--- src/rtl/nibble_serial_addsub_ctrl_if.sv ---
// Request/response bundle between a start/done requester and the
// nibble-serial add/subtract controller.
//   start, mode, a, b                  : requester -> controller
//   busy, done, result, carry, overflow: controller -> requester
interface nibble_serial_addsub_ctrl_if #(
  parameter int WIDTH = 16
);
  logic             start;
  logic             mode;
  logic [WIDTH-1:0] a;
  logic [WIDTH-1:0] b;
  logic             busy;
  logic             done;
  logic [WIDTH-1:0] result;
  logic             carry;
  logic             overflow;

  modport master (
    output start, mode, a, b,
    input  busy, done, result, carry, overflow
  );

  modport slave (
    input  start, mode, a, b,
    output busy, done, result, carry, overflow
  );
endinterface

--- src/rtl/nibble_serial_addsub_ctrl.sv ---
// Nibble-serial two's-complement add/subtract over WIDTH-bit operands,
// sharing one 4-bit slice. LSB nibble first, carry chained across cycles.
// Ports:
//   clk    : rising-edge clock
//   rst_n  : async active-low reset, release synchronised to clk
//   io_bus : slave side of nibble_serial_addsub_ctrl_if
//            (start/mode/a/b in; busy/done/result/carry/overflow out)

// One 4-bit add/sub slice; also exposes the carry into bit 3 so the
// controller can form signed overflow on the top nibble.
module nibble_serial_addsub_slice (
  input  logic [3:0] i_a,
  input  logic [3:0] i_b,
  input  logic       i_inv,
  input  logic       i_cin,
  output logic [3:0] o_sum,
  output logic       o_cout,
  output logic       o_c3
);
  logic [3:0] w_bx;
  logic [3:0] w_lo;
  logic [1:0] w_hi;

  assign w_bx   = i_b ^ {4{i_inv}};
  assign w_lo   = {1'b0, i_a[2:0]} + {1'b0, w_bx[2:0]} + {3'b000, i_cin};
  assign o_c3   = w_lo[3];
  assign w_hi   = {1'b0, i_a[3]} + {1'b0, w_bx[3]} + {1'b0, o_c3};
  assign o_sum  = {w_hi[0], w_lo[2:0]};
  assign o_cout = w_hi[1];
endmodule

module nibble_serial_addsub_ctrl #(
  parameter int WIDTH = 16
) (
  input  logic                        clk,
  input  logic                        rst_n,
  nibble_serial_addsub_ctrl_if.slave  io_bus
);
  localparam int N  = WIDTH / 4;
  localparam int IW = (N > 1) ? $clog2(N) : 1;

  typedef enum logic [1:0] {S_IDLE, S_RUN, S_DONE} state_t;

  state_t           r_state, w_next;
  logic             w_accept;
  logic             w_last;
  logic [IW-1:0]    r_idx;
  logic [WIDTH-1:0] r_a, r_b, r_result;
  logic             r_mode, r_cy, r_carry, r_ovf;
  logic             r_rst_meta, r_rst_sync_n;
  logic [3:0]       w_sum;
  logic             w_cout, w_c3;

  // Assert asynchronously, release two edges after rst_n rises.
  always_ff @(posedge clk or negedge rst_n) begin
    if (!rst_n) begin
      r_rst_meta   <= 1'b0;
      r_rst_sync_n <= 1'b0;
    end else begin
      r_rst_meta   <= 1'b1;
      r_rst_sync_n <= r_rst_meta;
    end
  end

  assign w_last = (r_idx == IW'(N - 1));

  nibble_serial_addsub_slice u_slice (
    .i_a    (r_a[{r_idx, 2'b00} +: 4]),
    .i_b    (r_b[{r_idx, 2'b00} +: 4]),
    .i_inv  (r_mode),
    .i_cin  (r_cy),
    .o_sum  (w_sum),
    .o_cout (w_cout),
    .o_c3   (w_c3)
  );

  always_ff @(posedge clk or negedge r_rst_sync_n) begin
    if (!r_rst_sync_n) r_state <= S_IDLE;
    else               r_state <= w_next;
  end

  // DONE accepts a start just like IDLE, giving back-to-back operation.
  always_comb begin
    w_next   = r_state;
    w_accept = 1'b0;
    case (r_state)
      S_IDLE: if (io_bus.start) begin
        w_next   = S_RUN;
        w_accept = 1'b1;
      end
      S_RUN:  if (w_last) w_next = S_DONE;
      S_DONE: begin
        if (io_bus.start) begin
          w_next   = S_RUN;
          w_accept = 1'b1;
        end else begin
          w_next   = S_IDLE;
        end
      end
      default: w_next = S_IDLE;
    endcase
  end

  always_ff @(posedge clk or negedge r_rst_sync_n) begin
    if (!r_rst_sync_n) begin
      r_a      <= '0;
      r_b      <= '0;
      r_mode   <= 1'b0;
      r_cy     <= 1'b0;
      r_idx    <= '0;
      r_result <= '0;
      r_carry  <= 1'b0;
      r_ovf    <= 1'b0;
    end else if (w_accept) begin
      r_a    <= io_bus.a;
      r_b    <= io_bus.b;
      r_mode <= io_bus.mode;
      r_cy   <= io_bus.mode;  // subtract = A + ~B + 1
      r_idx  <= '0;
    end else if (r_state == S_RUN) begin
      r_result[{r_idx, 2'b00} +: 4] <= w_sum;
      r_cy <= w_cout;
      if (w_last) begin
        r_idx   <= '0;  // keeps the slice select in range while idle
        r_carry <= w_cout;
        r_ovf   <= w_cout ^ w_c3;
      end else begin
        r_idx   <= r_idx + IW'(1);
      end
    end
  end

  assign io_bus.busy     = (r_state == S_RUN);
  assign io_bus.done     = (r_state == S_DONE);
  assign io_bus.result   = r_result;
  assign io_bus.carry    = r_carry;
  assign io_bus.overflow = r_ovf;
endmodule

--- src/flat_wrapper.sv ---
// flat-port wrapper written by rule: the top's interface ports become plain ports
module nibble_serial_addsub_ctrl_flat 
#(
  parameter int WIDTH = 16
)
  (clk, rst_n, io_bus_start, io_bus_mode, io_bus_a, io_bus_b, io_bus_busy, io_bus_done, io_bus_result, io_bus_carry, io_bus_overflow);
  nibble_serial_addsub_ctrl_if #(.WIDTH(WIDTH)) io_bus_i ();
  input  logic clk;
  input  logic rst_n;
  input wire logic [$bits(io_bus_i.start)-1:0] io_bus_start;
  input wire logic [$bits(io_bus_i.mode)-1:0] io_bus_mode;
  input wire logic [$bits(io_bus_i.a)-1:0] io_bus_a;
  input wire logic [$bits(io_bus_i.b)-1:0] io_bus_b;
  output wire logic [$bits(io_bus_i.busy)-1:0] io_bus_busy;
  output wire logic [$bits(io_bus_i.done)-1:0] io_bus_done;
  output wire logic [$bits(io_bus_i.result)-1:0] io_bus_result;
  output wire logic [$bits(io_bus_i.carry)-1:0] io_bus_carry;
  output wire logic [$bits(io_bus_i.overflow)-1:0] io_bus_overflow;
  assign io_bus_i.start = io_bus_start;
  assign io_bus_i.mode = io_bus_mode;
  assign io_bus_i.a = io_bus_a;
  assign io_bus_i.b = io_bus_b;
  assign io_bus_busy = io_bus_i.busy;
  assign io_bus_done = io_bus_i.done;
  assign io_bus_result = io_bus_i.result;
  assign io_bus_carry = io_bus_i.carry;
  assign io_bus_overflow = io_bus_i.overflow;
  nibble_serial_addsub_ctrl #(.WIDTH(WIDTH)) u_core (.clk(clk), .rst_n(rst_n), .io_bus(io_bus_i));
endmodule
--- config.mk ---
export PLATFORM = sky130hd
export DESIGN_NAME = nibble_serial_addsub_ctrl_flat
export DESIGN_NICKNAME = d
export VERILOG_FILES = /design/src/rtl/nibble_serial_addsub_ctrl_if.sv /design/src/rtl/nibble_serial_addsub_ctrl.sv /design/src/flat_wrapper.sv
export SDC_FILE = /design/constraint.sdc
export NUM_CORES = 1
export LEC_CHECK = 0
export ABC_AREA = 0
export BUFFER_PORTS_ARGS = -buffer_cell sky130_fd_sc_hd__buf_2
export CAP_MARGIN = 20
export CORE_UTILIZATION = 53
export CTS_BUF_LIST = sky130_fd_sc_hd__clkbuf_8
export DETAILED_ROUTE_END_ITERATION = 7
export PLACE_DENSITY = 0.87
export SYNTH_ARGS = -nofsm -noshare
export SYNTH_HDL_FRONTEND = slang
export SYNTH_SLANG_ARGS = --single-unit
export TNS_END_PERCENT = 100
--- constraint.sdc ---
create_clock -name clk -period 5.38 [get_ports clk]
set_input_delay 0.538 -clock clk [delete_from_list [all_inputs] [get_ports clk]]
set_output_delay 0.538 -clock clk [all_outputs]
set_load 0.005 [all_outputs]
==> results.toml, run 1 <==
[worst_setup_path]
required_ns = 5.65
critPathMaxFanout = 17
r2r-end = "u_core.io_bus.overflow"
critPathCaptureType = "flop"
r2r_setup_slack_ns = 2.21
start_kind = "flop"
rr_startpoint = "u_core.r_idx[0]"
crit_type = "reg2reg"
reg2reg_depth = 9
cp.arrival_ns = 3.44

[sta]
fin_crit_ns = 3.17
fmax_mhz = 316
period_share = 0.588
skew_ns = 0.00683
worst_hold_slack_ns = 0.355
hold_viol_final = 0
tns_ns = 0
max_slew_margin = 0.543
grt_setup_unrepaired = "no"
setup_viol = 0
tightest_slew_ns = 0.686
setup_ws_ns = 2.21
slew_viol_final = 0

[cells_and_area]
n_antenna_cell = 0
nFillCells = 375
drive_gt1_frac = 0.237
fin_cells = 388
final_area_um2 = 3220
area.growth.synth_to_final_pct = 20.0
fin_nets = 363
final_util = 0.674

[power]
power_frac_clock = 0.184
powerDensity_nw_per_um2 = 665
intPower_mw = 1.28
power_leakage_nw = 1.72
seq_power_share = 0.349
comb_power_share = 0.467
switching_share = 0.403
p_switching_uw = 864
p_total_mw = 2.14
peakVddDrop_uv = 442

[status]
status = "completed"

[synthesis]
synth_nets = 305
synth_most_common_cell = "nand2_1"
yosysSeqAreaShare = 0.540
synthTopCellsByArea = "dfrtp_1, nand2_1, mux4_1, o2bb2ai_1, ha_1"
synth_warnings = 0
async_reset_ff_frac = 1.00
synth_top_area_cell = "dfrtp_1"
synthCells = 258
ys.flop_type = "dfrtp_1"
avgSynthCellArea_um2 = 10.4
synth_area_um2 = 2690
synth.top_cell.area_share = 0.540
synth-seq-cells = 58
synth_commonest_cells = "nand2_1, dfrtp_1, o2bb2ai_1, inv_1"
synth_cell_types = 31
synth-edff-count = 0

[grt]
grt_start_max_net_pins = 57
grt_pass1_vias = 1975
overflow = 0
antenna_found_initial = 0
grt_use_total = 0.229
grt_first_pass_wirelength_mm = 8.90

[die]
die_w_um = 73.2
pin_count = 56
coreArea_um2 = 4790
die_area_um2 = 5360
fp-row-count = 25
die_h_um = 73.2
initial_core_util = 0.562

[routing]
drtIter0Drc = 114
vias_per_cell = 5.06
num_vias = 1965
first_pass_iters = 4
drt-wirelength-per-cell_um = 13.5
drt_wl_total_mm = 5.25
drc_errors = 0
ant_nets = 0

[place]
io_buffers = 55
hpwl_mm = 3.67
place_worst_setup_slack_ns = 2.24
placed_cell_area_um2 = 2990
gp_congestion = 0.834
dp.cells = 370

[flow_run]
cap_violations = 0

[clocking]
cts_root_buf = "clkbuf_8"
cts.clk_slew.worst_paths_ns = 0.06
post_cts_buffers = 0
clk_latency_ns = 0.33
cts_tree = "done"
ctsLongestPathBuffers = 2
cts_sinks = 58
cts_inserted_buffers = 9
htreeDepth = 3

[min_path]
min_path_type = "reg2reg"
worstHoldStart = "u_core.r_rst_meta"
min_path_cells = 0
holdPathEnd = "u_core.r_rst_sync_n"
worst max path at each step:
stage | slack [ns] | startpoint | to
floorplan | 2.59 | u_core.r_idx[0] | u_core.io_bus.result[3]
global placement | 2.31 | u_core.r_idx[0] | u_core.io_bus.result[3]
detailed placement | 2.24 | u_core.r_idx[0] | u_core.io_bus.overflow
CTS | 2.20 | u_core.r_idx[0] | u_core.io_bus.result[3]
global route | 2.04 | u_core.r_idx[0] | u_core.io_bus.result[3]
finish | 2.21 | u_core.r_idx[0] | u_core.io_bus.overflow
cell usage in the layout, fill, tap and decap left out, types with 2 or more instances in the layout:
| cell type | n |
|---|---|
| and2b_1 | 2 |
| o21ai_0 | 5 |
| mux4_1 | 6 |
| nand2_1 | 111 |
| fa_1 | 3 |
| xnor2_1 | 2 |
| o31ai_1 | 3 |
| nor2_1 | 3 |
| mux4_2 | 2 |
| nand4_1 | 3 |
| clkbuf_8 | 11 |
| buf_2 | 55 |
| buf_4 | 2 |
| nand3_1 | 3 |
| dfrtp_1 | 57 |
| ha_1 | 8 |
| nand3b_1 | 3 |
| inv_1 | 12 |
| xor2_1 | 3 |
| o2bb2ai_1 | 12 |
per-layer routing:
layer / share of wire / wire [um] / track usage / up-vias
met2: 0.50 / 2610 / 0.387 / 58
met5: 0 / 0 / 0 / -
met4: 0.023 / 121 / 0.118 / 0
li1: - / - / - / 967
met3: 0.048 / 253 / 0.0635 / 11
met1: 0.43 / 2270 / 0.267 / 929
worst max-delay path, stage by stage (launching register included):
cell and delay, ns:
dfrtp_1 0.77, mux4_2 0.59, xnor2_1 0.15, fa_1 0.42, nand3b_1 0.23, and2_1 0.18
fa_1 0.43, inv_1 0.10, nand4b_1 0.12, nand3_1 0.10
layout make-up:
type / instances / area, um^2 / share of cell area
clock buffers: 11 / 151 / 0.0470
clock inverters: 5 / 46.3 / 0.0144
inverters: 10 / 37.5 / 0.0116
multi-input cells: 178 / 1120 / 0.349
flip-flops and latches: 58 / 1450 / 0.451
well taps: 67 / 83.8 / 0.0260
repair buffers: 59 / 328 / 0.102
timing repair:
action	4_1_cts	5_1_grt
hold buffers	1	0
gates resized for setup	0	0
hold endpoints to repair	2	0
power by group through the flow:
stage | Sequential (mW) | Combinational, mW | Clock, mW
after floorplan | 0.700 | 0.766 | 0
after global placement | 0.744 | 0.947 | 0
after detailed placement | 0.757 | 0.995 | 0
after CTS | 0.751 | 1.01 | 0.403
after global routing | 0.773 | 1.14 | 0.426
final | 0.749 | 1.00 | 0.394
kinds of logic after synthesis:
family / synth area share
other: 0.00140
buffers and inverters: 0.0414
xor gates and xnor gates: 0.0163
adders and majority gates: 0.0596
muxes: 0.0754
DFF: 0.540
and+or+nand+nor: 0.201
AOI/OAI and AO/OA: 0.0647
state kept, by name (all words and copies together), names as in the netlist:
| register | cells |
|---|---|
| u_core.r_a | 16 |
| u_core.r_state | 2 |
| u_core.r_mode | 1 |
| u_core.r_rst_meta | 1 |
| u_core.r_idx | 2 |
| u_core.r_rst_sync_n | 1 |
| u_core.io_bus.result | 16 |
| u_core.io_bus.overflow | 1 |
| u_core.io_bus.carry | 1 |
| u_core.r_b | 16 |
| u_core.r_cy | 1 |
Power figures use the tool's default switching activity.
==> run 2: changes to the inputs <==
Settings changed: ABC_AREA 0 to 1, CORE_UTILIZATION 53 to 51.
Clock period 5.38 ns to 2.6 ns, I/O delays scaled along.
==> run 2 against run 1 <==
- sequential share of layout area is 2.0 points lower
- non-clock buffer count up 4
- critical path type unchanged
- hold slack worse by 0.24 ns
- synthesized cell count grew 39%
- highest routed layer unchanged
- combinational power grew to 2.5 times the previous value
- largest cell class unchanged
- clock skew fell by 0.0022 ns
- total power grew 120%
- register-to-register slack worse by 2.0 ns
- die area up 7.7%
- critical path depth rose by 3
- first-iteration DRC count up 40%
- count of clock-buffer cells in the layout unchanged
==> results.toml, run 2 <==
[synthesis]
synth_commonest_cells = "nand2_1, dfrtp_1, nand3_1, inv_1, nor2_1"
synthCells = 358
synthMuxAreaShare = 0
synthTopCellsByArea = "dfrtp_1, nand2_1, nand3_1, ha_1, inv_1"
yosys.area_share.simple = 0.323
synthAdderAreaFrac = 0.0574
synth_top_family_by_area = "simple AND/OR/NAND/NOR gates"
synth.top_cell.area_share = 0.520
avgSynthCellArea_um2 = 7.80
synth_cell_types = 18
synth_area_um2 = 2790
synth-xor-area-share = 0
async_reset_ff_frac = 1.00
synth_compound_area_frac = 0.0444
yosysSeqAreaShare = 0.520
synth-edff-count = 0
synth-seq-cells = 58
ys.flop_type = "dfrtp_1"
synth_top_area_cell = "dfrtp_1"
synth_most_common_cell = "nand2_1"
synth_warnings = 0
synth_nets = 405

[place]
gp_congestion = 0.877
io_buffers = 55
placed_cell_area_um2 = 3150
hpwl_mm = 4.31
place_worst_setup_slack_ns = 0.0803

[routing]
first_pass_iters = 5
drc_errors = 0
drt-wirelength-per-cell_um = 12.6
ant_nets = 0
num_vias = 2516
drt_wl_total_mm = 6.24
vias_per_cell = 5.08
drtIter0Drc = 160

[clocking]
htreeDepth = 3
post_cts_buffers = 0
cts_sinks = 58
cts_tree = "done"
cts_inserted_buffers = 9
ctsLongestPathBuffers = 2
cts_root_buf = "clkbuf_8"
cts.clk_slew.worst_paths_ns = 0.06
clk_latency_ns = 0.34

[grt]
overflow = 0
grt_use_total = 0.238
grt_pass1_vias = 2395
antenna_found_initial = 0
grt_start_max_net_pins = 37
grt_first_pass_wirelength_mm = 10.7

[sta]
skew_ns = 0.00462
setup_viol = 0
hold_viol_final = 0
setup_ws_ns = 0.189
tns_ns = 0
slew_viol_final = 0
period_share = 0.927
grt_setup_unrepaired = "no"
fin_crit_ns = 2.41
fmax_mhz = 415

[cells_and_area]
n_antenna_cell = 0
area.growth.synth_to_final_pct = 21.0
fin_nets = 468
final_area_um2 = 3380
drive_gt1_frac = 0.219
final_util = 0.649
seq_area_um2 = 1460
multi_input_area_um2 = 1210
layout_commonest_cell = "nand2_1"
mostFrequentLayoutCells = "nand2_1, buf_2, dfrtp_1"
nFillCells = 451

[min_path]
min_path_type = "in2reg"
worstHoldStart = "io_bus_a[14]"

[worst_setup_path]
r2r_setup_slack_ns = 0.19
critPathLaunch = "u_core.r_idx[0]"
start_kind = "flop"
rr_startpoint = "u_core.r_idx[0]"
cp.arrival_ns = 2.68
critPathCaptureType = "flop"
crit_type = "reg2reg"
required_ns = 2.87
critPathMaxFanout = 22

[die]
pin_count = 56
die_area_um2 = 5770
initial_core_util = 0.536
coreArea_um2 = 5200
fp-row-count = 26
die_w_um = 76.0
die_h_um = 76.0

[flow_run]
cap_violations = 0

[status]
status = "completed"

[power]
power_leakage_nw = 1.91
powerDensity_nw_per_um2 = 1400
peakVddDrop_uv = 813
[run 2: cell types whose count changed in the layout (fill, tap and decap cells not counted), moves of 5 or more]
cell and change:
inv_1 +9, inv_2 +5, mux4_1 -6, nand2_1 +74
nand3_1 +21, nor2_1 +8, o21ai_1 +11, o2bb2ai_1 -12
[run 2: area by class of cell]
cell class | count | share of cell area
clock buffer | 11 | 0.0448
clock inverter | 4 | 0.00556
inverter | 26 | 0.0304
multi-input combinational | 263 | 0.359
sequential | 58 | 0.431
tap | 70 | 0.0259
timing repair buffer | 63 | 0.104
[run 2: cell families after synthesis]
family / count (synthesis)
buffers and inverters: 37
flip-flops: 58
AO/OA/AOI/OAI: 23
AND/OR/NAND/NOR: 228
other: 1
adder cells (fa/ha/maj): 11
[run 2: what timing repair did]
| action | 4_1_cts | 5_1_grt |
|---|---|---|
| hold buffers | 1 | 0 |
| hold endpoints to repair | 2 | 0 |
| resized for setup | 0 | 13 |
| endpoints found under the setup margin | 0 | 7 |
[run 2: layer usage]
metal  vias to the layer above  global-route usage  part of all wire
met5                         -                   0                 0
met4                         0               0.123             0.028
met3                        22              0.0563             0.057
met2                        98               0.380              0.46
met1                      1161               0.305              0.45
li1                       1235                   -                 -
[run 2: report_power, final]
part | internal [mW] | switching (mW) | total (mW)
combinational | 0.945 | 1.56 | 2.50
sequential | 1.27 | 0.250 | 1.52
clock | 0.383 | 0.333 | 0.716
total | 2.60 | 2.14 | 4.74
[run 2: per-stage QoR]
step / instances / hold slack, ns / power [mW]
global placement: 479 / 0.0462 / 3.71
detailed placement: 479 / 0.0462 / 3.81
CTS: 495 / 0.0985 / 4.56
finish: 495 / 0.111 / 4.74
floorplan: 358 / -0.0356 / 3.17
global route: 495 / 0.106 / 5.24
[run 2: path summary, 6_finish.rpt]
check                                               end  cells after the start
min in group asynchronous       u_core.io_bus.result[4]                      0
worst min-delay path                     u_core.r_a[14]                      3
worst min register to register  u_core.io_bus.result[4]                      0
worst max register to register  u_core.io_bus.result[7]                     12
max in group asynchronous               u_core.r_idx[1]                      1
worst max-delay path            u_core.io_bus.result[7]                     12
[run 2: critical path: stages (launching register included)]
cell and delay, ns:
dfrtp_2 0.44, buf_12 0.17, nand2_1 0.08, nand3_1 0.11
nand3_1 0.10, nand2_1 0.07, fa_2 0.37, nor2_2 0.13
nor2_2 0.06, fa_1 0.48, nor2_2 0.12, nand2_1 0.08
o21ai_1 0.13
